===== src/rtl/core_pkg.sv =====
// Shared definitions for the ARM-subset core: ALU commands, field widths, ID/EXE control bundle.
package core_pkg;

    localparam int EXE_CMD_W   = 4;
    localparam int DATA_W_D    = 32;
    localparam int SHIFT_OP_W_D = 12;
    localparam int IMM24_W_D   = 24;
    localparam int REG_IDX_W_D = 4;
    localparam int STATUS_W    = 4;

    // Several mnemonics share an ALU operation (CMP/SUB, TST/AND, LDR/STR/ADD).
    localparam logic [EXE_CMD_W-1:0] EXE_MOV = 4'b0001;
    localparam logic [EXE_CMD_W-1:0] EXE_MVN = 4'b1001;
    localparam logic [EXE_CMD_W-1:0] EXE_ADD = 4'b0010;
    localparam logic [EXE_CMD_W-1:0] EXE_ADC = 4'b0011;
    localparam logic [EXE_CMD_W-1:0] EXE_SUB = 4'b0100;
    localparam logic [EXE_CMD_W-1:0] EXE_SBC = 4'b0101;
    localparam logic [EXE_CMD_W-1:0] EXE_AND = 4'b0110;
    localparam logic [EXE_CMD_W-1:0] EXE_ORR = 4'b0111;
    localparam logic [EXE_CMD_W-1:0] EXE_EOR = 4'b1000;
    localparam logic [EXE_CMD_W-1:0] EXE_CMP = 4'b0100;
    localparam logic [EXE_CMD_W-1:0] EXE_TST = 4'b0110;
    localparam logic [EXE_CMD_W-1:0] EXE_LDR = 4'b0010;
    localparam logic [EXE_CMD_W-1:0] EXE_STR = 4'b0010;

    typedef struct packed {
        logic                 wb_en;
        logic                 mem_r_en;
        logic                 mem_w_en;
        logic                 b;
        logic                 s;
        logic [EXE_CMD_W-1:0] exe_cmd;
    } id_exe_ctrl_t;

    // Bubble: no writeback, no memory access, no branch, no status update.
    localparam id_exe_ctrl_t ID_EXE_CTRL_NOP = '0;

endpackage


===== src/rtl/pipe_field_reg.sv =====
// Parameterised pipeline field register; update priority rst > flush > freeze > load.
module pipe_field_reg #(
    parameter int           W      = 8,
    parameter logic [W-1:0] BUBBLE = '0
) (
    input  logic         clk,
    input  logic         rst,
    input  logic         flush,
    input  logic         freeze,
    input  logic [W-1:0] d_in,
    output logic [W-1:0] q_out
);

    logic [W-1:0] field_d;
    logic [W-1:0] field_q;

    always_comb begin
        field_d = field_q;
        if (flush) begin
            field_d = BUBBLE;
        end else if (!freeze) begin
            field_d = d_in;
        end
    end

    always_ff @(posedge clk) begin
        if (rst) begin
            field_q <= '0;
        end else begin
            field_q <= field_d;
        end
    end

    assign q_out = field_q;

endmodule


===== src/rtl/id_exe_stage_reg.sv =====
// ID/EXE pipeline register with stall and flush handling.
// Define ID_EXE_FWD_EN to carry source register indices for the EXE forwarding unit.
module id_exe_stage_reg
    import core_pkg::*;
#(
    parameter int DATA_W     = 32,
    parameter int SHIFT_OP_W = 12,
    parameter int IMM24_W    = 24,
    parameter int REG_IDX_W  = 4
) (
    input  logic                  clk,
    input  logic                  rst,
    input  logic                  flush,
    input  logic                  freeze,
    input  logic [DATA_W-1:0]     pc_in,
    input  logic                  wb_en_in,
    input  logic                  mem_r_en_in,
    input  logic                  mem_w_en_in,
    input  logic [3:0]            exe_cmd_in,
    input  logic                  b_in,
    input  logic                  s_in,
    input  logic                  imm_in,
    input  logic [DATA_W-1:0]     val_rn_in,
    input  logic [DATA_W-1:0]     val_rm_in,
    input  logic [SHIFT_OP_W-1:0] shift_operand_in,
    input  logic [IMM24_W-1:0]    signed_imm_24_in,
    input  logic [REG_IDX_W-1:0]  dest_in,
    input  logic [3:0]            status_in,
`ifdef ID_EXE_FWD_EN
    input  logic [REG_IDX_W-1:0]  src1_in,
    input  logic [REG_IDX_W-1:0]  src2_in,
    input  logic                  src2_used_in,
    output logic [REG_IDX_W-1:0]  src1_out,
    output logic [REG_IDX_W-1:0]  src2_out,
    output logic                  src2_used_out,
`endif
    output logic [DATA_W-1:0]     pc_out,
    output logic                  wb_en_out,
    output logic                  mem_r_en_out,
    output logic                  mem_w_en_out,
    output logic [3:0]            exe_cmd_out,
    output logic                  b_out,
    output logic                  s_out,
    output logic                  imm_out,
    output logic [DATA_W-1:0]     val_rn_out,
    output logic [DATA_W-1:0]     val_rm_out,
    output logic [SHIFT_OP_W-1:0] shift_operand_out,
    output logic [IMM24_W-1:0]    signed_imm_24_out,
    output logic [REG_IDX_W-1:0]  dest_out,
    output logic [3:0]            status_out,
    output logic                  val2_sel_out,
    output logic                  valid_out
);

    localparam int CTRL_W = $bits(id_exe_ctrl_t) + 2;
    localparam int OPND_W = 2 * DATA_W + SHIFT_OP_W + 1 + REG_IDX_W + 4;
    localparam int BR_W   = DATA_W + IMM24_W;

    id_exe_ctrl_t      ctrl_in;
    id_exe_ctrl_t      ctrl_out;
    logic [CTRL_W-1:0] ctrl_d;
    logic [CTRL_W-1:0] ctrl_q;
    logic [OPND_W-1:0] opnd_d;
    logic [OPND_W-1:0] opnd_q;
    logic [BR_W-1:0]   br_d;
    logic [BR_W-1:0]   br_q;

    always_comb begin
        ctrl_in          = ID_EXE_CTRL_NOP;
        ctrl_in.wb_en    = wb_en_in;
        ctrl_in.mem_r_en = mem_r_en_in;
        ctrl_in.mem_w_en = mem_w_en_in;
        ctrl_in.b        = b_in;
        ctrl_in.s        = s_in;
        ctrl_in.exe_cmd  = exe_cmd_in;
        // Memory select is precomputed here so EXE sees it straight from a flop.
        ctrl_d = {ctrl_in, mem_r_en_in | mem_w_en_in, 1'b1};
        opnd_d = {val_rn_in, val_rm_in, shift_operand_in, imm_in, dest_in, status_in};
        br_d   = {pc_in, signed_imm_24_in};
    end

    pipe_field_reg #(.W(CTRL_W), .BUBBLE({ID_EXE_CTRL_NOP, 2'b00})) u_ctrl_reg (
        .clk    (clk),
        .rst    (rst),
        .flush  (flush),
        .freeze (freeze),
        .d_in   (ctrl_d),
        .q_out  (ctrl_q)
    );

    pipe_field_reg #(.W(OPND_W)) u_opnd_reg (
        .clk    (clk),
        .rst    (rst),
        .flush  (flush),
        .freeze (freeze),
        .d_in   (opnd_d),
        .q_out  (opnd_q)
    );

    pipe_field_reg #(.W(BR_W)) u_br_reg (
        .clk    (clk),
        .rst    (rst),
        .flush  (flush),
        .freeze (freeze),
        .d_in   (br_d),
        .q_out  (br_q)
    );

    assign {ctrl_out, val2_sel_out, valid_out} = ctrl_q;
    assign wb_en_out    = ctrl_out.wb_en;
    assign mem_r_en_out = ctrl_out.mem_r_en;
    assign mem_w_en_out = ctrl_out.mem_w_en;
    assign b_out        = ctrl_out.b;
    assign s_out        = ctrl_out.s;
    assign exe_cmd_out  = ctrl_out.exe_cmd;
    assign {val_rn_out, val_rm_out, shift_operand_out, imm_out, dest_out, status_out} = opnd_q;
    assign {pc_out, signed_imm_24_out} = br_q;

`ifdef ID_EXE_FWD_EN
    localparam int FWD_W = 2 * REG_IDX_W + 1;

    logic [FWD_W-1:0] fwd_d;
    logic [FWD_W-1:0] fwd_q;

    assign fwd_d = {src1_in, src2_in, src2_used_in};

    pipe_field_reg #(.W(FWD_W)) u_fwd_reg (
        .clk    (clk),
        .rst    (rst),
        .flush  (flush),
        .freeze (freeze),
        .d_in   (fwd_d),
        .q_out  (fwd_q)
    );

    assign {src1_out, src2_out, src2_used_out} = fwd_q;
`endif

endmodule


===== config.mk =====
export PLATFORM = sky130hd
export DESIGN_NAME = id_exe_stage_reg
export DESIGN_NICKNAME = d
export VERILOG_FILES = /design/src/rtl/core_pkg.sv /design/src/rtl/pipe_field_reg.sv /design/src/rtl/id_exe_stage_reg.sv
export SDC_FILE = /design/constraint.sdc
export NUM_CORES = 1
export LEC_CHECK = 0
export CORE_MARGIN = 8
export CORE_UTILIZATION = 41
export DETAILED_ROUTE_END_ITERATION = 16
export PLACE_DENSITY = 0.89
export SYNTH_ARGS = -nofsm -noshare
export SYNTH_HDL_FRONTEND = slang
export SYNTH_HIERARCHICAL = 1
export SYNTH_SLANG_ARGS = --single-unit

===== constraint.sdc =====
create_clock -name clk -period 1.9 [get_ports clk]
set_input_delay 0.38 -clock clk [delete_from_list [all_inputs] [get_ports clk]]
set_output_delay 0.38 -clock clk [all_outputs]
set_load 0.1 [all_outputs]

Word-level counts from Yosys, hierarchy flattened
Cells that the tools add are included.

Reductions and logical operators: 1. Bitwise operators: 1.

Operator list (number): 2-bit OR reduction (1); 1-bit bitwise OR (1).

Input port bits: 154. Output and inout port bits: 152. Logic and storage cells: 5. Flip-flop bits (word level): 152.

Depth between registers and ports, before layout
Word-level depth: 1. Depth in mapped cells: 5. Depth with buffers taken out: 3.

Modules after synthesis
The synthesis kept the hierarchy.

By module, submodules not included: pipe_field_reg at u_opnd_reg (times used 1, sequential area each 1701.6 um^2, area an instance 3047.9 um^2, cells each 276); pipe_field_reg at u_br_reg (times used 1, sequential area each 1121.1 um^2, area an instance 2011.9 um^2, cells each 181); pipe_field_reg at u_ctrl_reg (times used 1, sequential area each 220.2 um^2, area an instance 400.4 um^2, cells each 36); id_exe_stage_reg (times used 1, sequential area each 0.0 um^2, area an instance 10.0 um^2, cells each 2).

Worst setup path before layout
OpenSTA, ideal clock, no wires.

Path type: register to output. Start point: register u_ctrl_reg.field_q[7] (netlist: u_ctrl_reg/q_out[7]). End point: output b_out. Cell stages (with the launch flop): 1. Buffers on the path: 0. Data arrival time: 0.924 ns. Path slack: 0.596 ns. Data required time: 1.520 ns. Path through: dfxtp_1.

RTL lines: start, declared (RTL line pipe_field_reg.sv:15) `logic [W-1:0] field_q;`; start signal, assigned (RTL line pipe_field_reg.sv:30) `field_q <= field_d;`; end, declared (RTL line id_exe_stage_reg.sv:42) `output logic b_out,`.

No word-level cell between the ends.

Final worst setup path
Start point: register u_br_reg.field_q[26] (netlist: u_br_reg/q_out[26]). End point: output pc_out[2].

RTL lines: start, declared (RTL line pipe_field_reg.sv:15); start signal, assigned (RTL line pipe_field_reg.sv:30); end, declared (RTL line id_exe_stage_reg.sv:37) `output logic [DATA_W-1:0] pc_out,`.

No word-level cell between the ends.

==> results.ini <==
[status]
status=complete, no violations

[die]
dieHeight_um=132
row_count=42
ios=306
core_area_sq_mm=0.0131
die_x_um=132
initial_core_util_pct=41.6
die-area_sq_mm=0.0173

[power]
p_int_w=0.00606
powerDensity_mw_per_mm2=954
clkPwrFrac_pct=40.3
irDropWorstVdd_mv=0.535
power_frac_seq_pct=39.8
leakagePower_nw=4.13
power.switching_w=0.00237
comb_power_share_pct=19.9
p_sw_share_pct=28.1

[global_routing]
grt_usage_pct=19.0
grt_max_degree=86
antenna_found_initial=0
overflow=0
grt_pass1_wl_mm=26.2
grt_pass1_vias=4908

[cts]
cts.sinks=152
cts_made_buffers=17
clockBufferDepth=2
clk-insertion-delay-late_ns=0.41
cts_htree_levels=4
clk_pin_slew_ns=0.06
ctsRootBufferMaster=clkbuf_16
post_cts_resized=0
cts_setup_buffers=0
cts_hold_buf=0
cts_tree=yes

[final_layout]
n_antenna_cell=0
area_growth_pct=61.6
fin_area_sq_mm=0.00884
drive_gt1_share_pct=23.7
fin_nets=948

[synthesis]
netlist-cell-type-count=9
ys_warn_count=6
ys_seq_area_share_pct=55.6
synthTopCellsByArea=dfxtp_1 56%, mux2i_1 28%, nor2_1 10%
synth.avg_cell_area_sq_um=11.1
synth_area_sq_mm=0.00547
syn_inst=495
syn_nets=649
ys_seq_elements=152
yosysTopAreaCellShare_pct=55.6
yosysTopAreaCell=dfxtp_1

[sta]
finalSetupTns_ns=0
min_period_ns=1.47
drv_slew=0
hold_viol_final=0
setup_viol=0
rsz0062_at_grt=false
post-route-period-util_pct=77.4
max_freq_mhz=680
clock_skew_ns=0

[drt]
ant_nets=0
routedWlPerCell_um=17.4
route.detailed.drc=0
avgViaCountPerCell=4.69
first_pass_iters=4
vias=4607
drt_iter0_markers=223
postRouteWirelength_mm=17.1

[flow_run]
maxCapViolations=0

[setup_path]
startpoint=u_br_reg/q_out[26]
crit_buf_inv=1
rr_startpoint=u_opnd_reg/q_out[40]
crit_chain=buf_4
r2r-end=u_opnd_reg/q_out[40]
reg2reg_setup_slack_ns=1.18
path_depth=1
reg2regPathDepth=2
cp_max_fo=2
cp_top_family=flip-flops
slowest_delay_ns=0.36
crit_arrival_ns=1.09
critical_path_class=register to primary output
cp_slowest_cell=dfxtp_1
critPathCapture=pc_out[2]
worstSetupEndpointType=primary output
start_kind=register
required_ns=1.52

[placed_design]
numPortBuffers=305
gp_congestion=0.786
hpwl_mm=13.0
placed_area_sq_mm=0.00824

[min_path]
hold_path_class=register to register

## worst register-to-register path, stage by stage, from the launching register on
cell and delay (ns):
dfxtp_1 0.32, mux2i_1 0.22, nor2_1 0.06
## routing by layer
metal | vias to the layer above | share of wire [%] | global-route usage [%]
met2 | 193 | 52 | 34.3
li1 | 2228 | - | -
met3 | 53 | 6.7 | 6.75
met5 | - | 0 | 0
met4 | 0 | 4.9 | 12.4
met1 | 2133 | 36 | 18.0
## kinds of logic (layout without fill, tap and decap cells)
group	Yosys count	count (layout)	synth area share (%)
AND/OR/NAND/NOR	156	156	10.9
multiplexers	152	152	27.8
flip-flops	152	152	55.6
buffers and inverters	34	346	5.60
other	1	1	0.0686
## through the flow
stage	instances	hold slack, ns	util (%)	setup WS (ns)	total power (W)
finish	983	0.494	67.3	0.430	0.00843
global route	983	0.514	67.3	0.388	0.00872
CTS	983	0.482	67.3	0.403	0.00852
detailed placement	951	0.486	62.7	0.212	0.00510
global placement	951	0.475	62.7	0.275	0.00507
floorplan	495	0.524	-	0.596	0.00455
## registers in the layout (all words and copies together) (netlist names)
name	flops
u_opnd_reg/q_out	85
u_br_reg/q_out	56
u_ctrl_reg/q_out	11
## worst min-delay path by stage
stage	start	end	depth (start not counted)
after floorplan	signed_imm_24_in[0]	u_br_reg/q_out[0]	2
after global placement	u_opnd_reg/q_out[75]	u_opnd_reg/q_out[75]	2
after detailed placement	u_opnd_reg/q_out[55]	u_opnd_reg/q_out[55]	2
after CTS	freeze	u_opnd_reg/q_out[9]	3
after global routing	freeze	u_opnd_reg/q_out[9]	3
final	u_opnd_reg/q_out[55]	u_opnd_reg/q_out[55]	2
## power groups by stage
stage | registers, W | clock network [W] | logic, W
final | 0.00336 | 0.00340 | 0.00168
after detailed placement | 0.00342 | 0 | 0.00168
after floorplan | 0.00417 | 0 | 0.000376
after global placement | 0.00342 | 0 | 0.00165
after global routing | 0.00337 | 0.00361 | 0.00174
after CTS | 0.00336 | 0.00347 | 0.00169
## layout make-up
class	instances	area, sq um
Clock inverter	7	116
Sequential cell	152	3040
Clock buffer	25	485
Multi-Input combinational cell	309	2120
Tap cell	176	220
Fill cell	980	4300
Timing Repair Buffer	314	2860
## Yosys cell counts
master / instances
mux2i_1: 152
buf_2: 5
nor2_1: 152
buf_6: 22
clkbuf_1: 5
conb_1: 1
buf_4: 2
or2_1: 4
dfxtp_1: 152
## cell usage in the layout (no fill, tap or decap)
master           Yosys  final
clkbuf_8             0      4
or2_2                0      2
dfxtp_1            152    152
mux2i_1            152    152
clkdlybuf4s50_1      0    152
or2_1                4      2
nor2_1             152    152
buf_4                2    152
clkinv_2             0      2
clkinv_4             0      1
bufinv_16            0      3
conb_1               1      1
clkinvlp_4           0      1
clkbuf_1             5      5
buf_12               0      9
clkbuf_16            0     17
(Power assumes the default switching activity.)
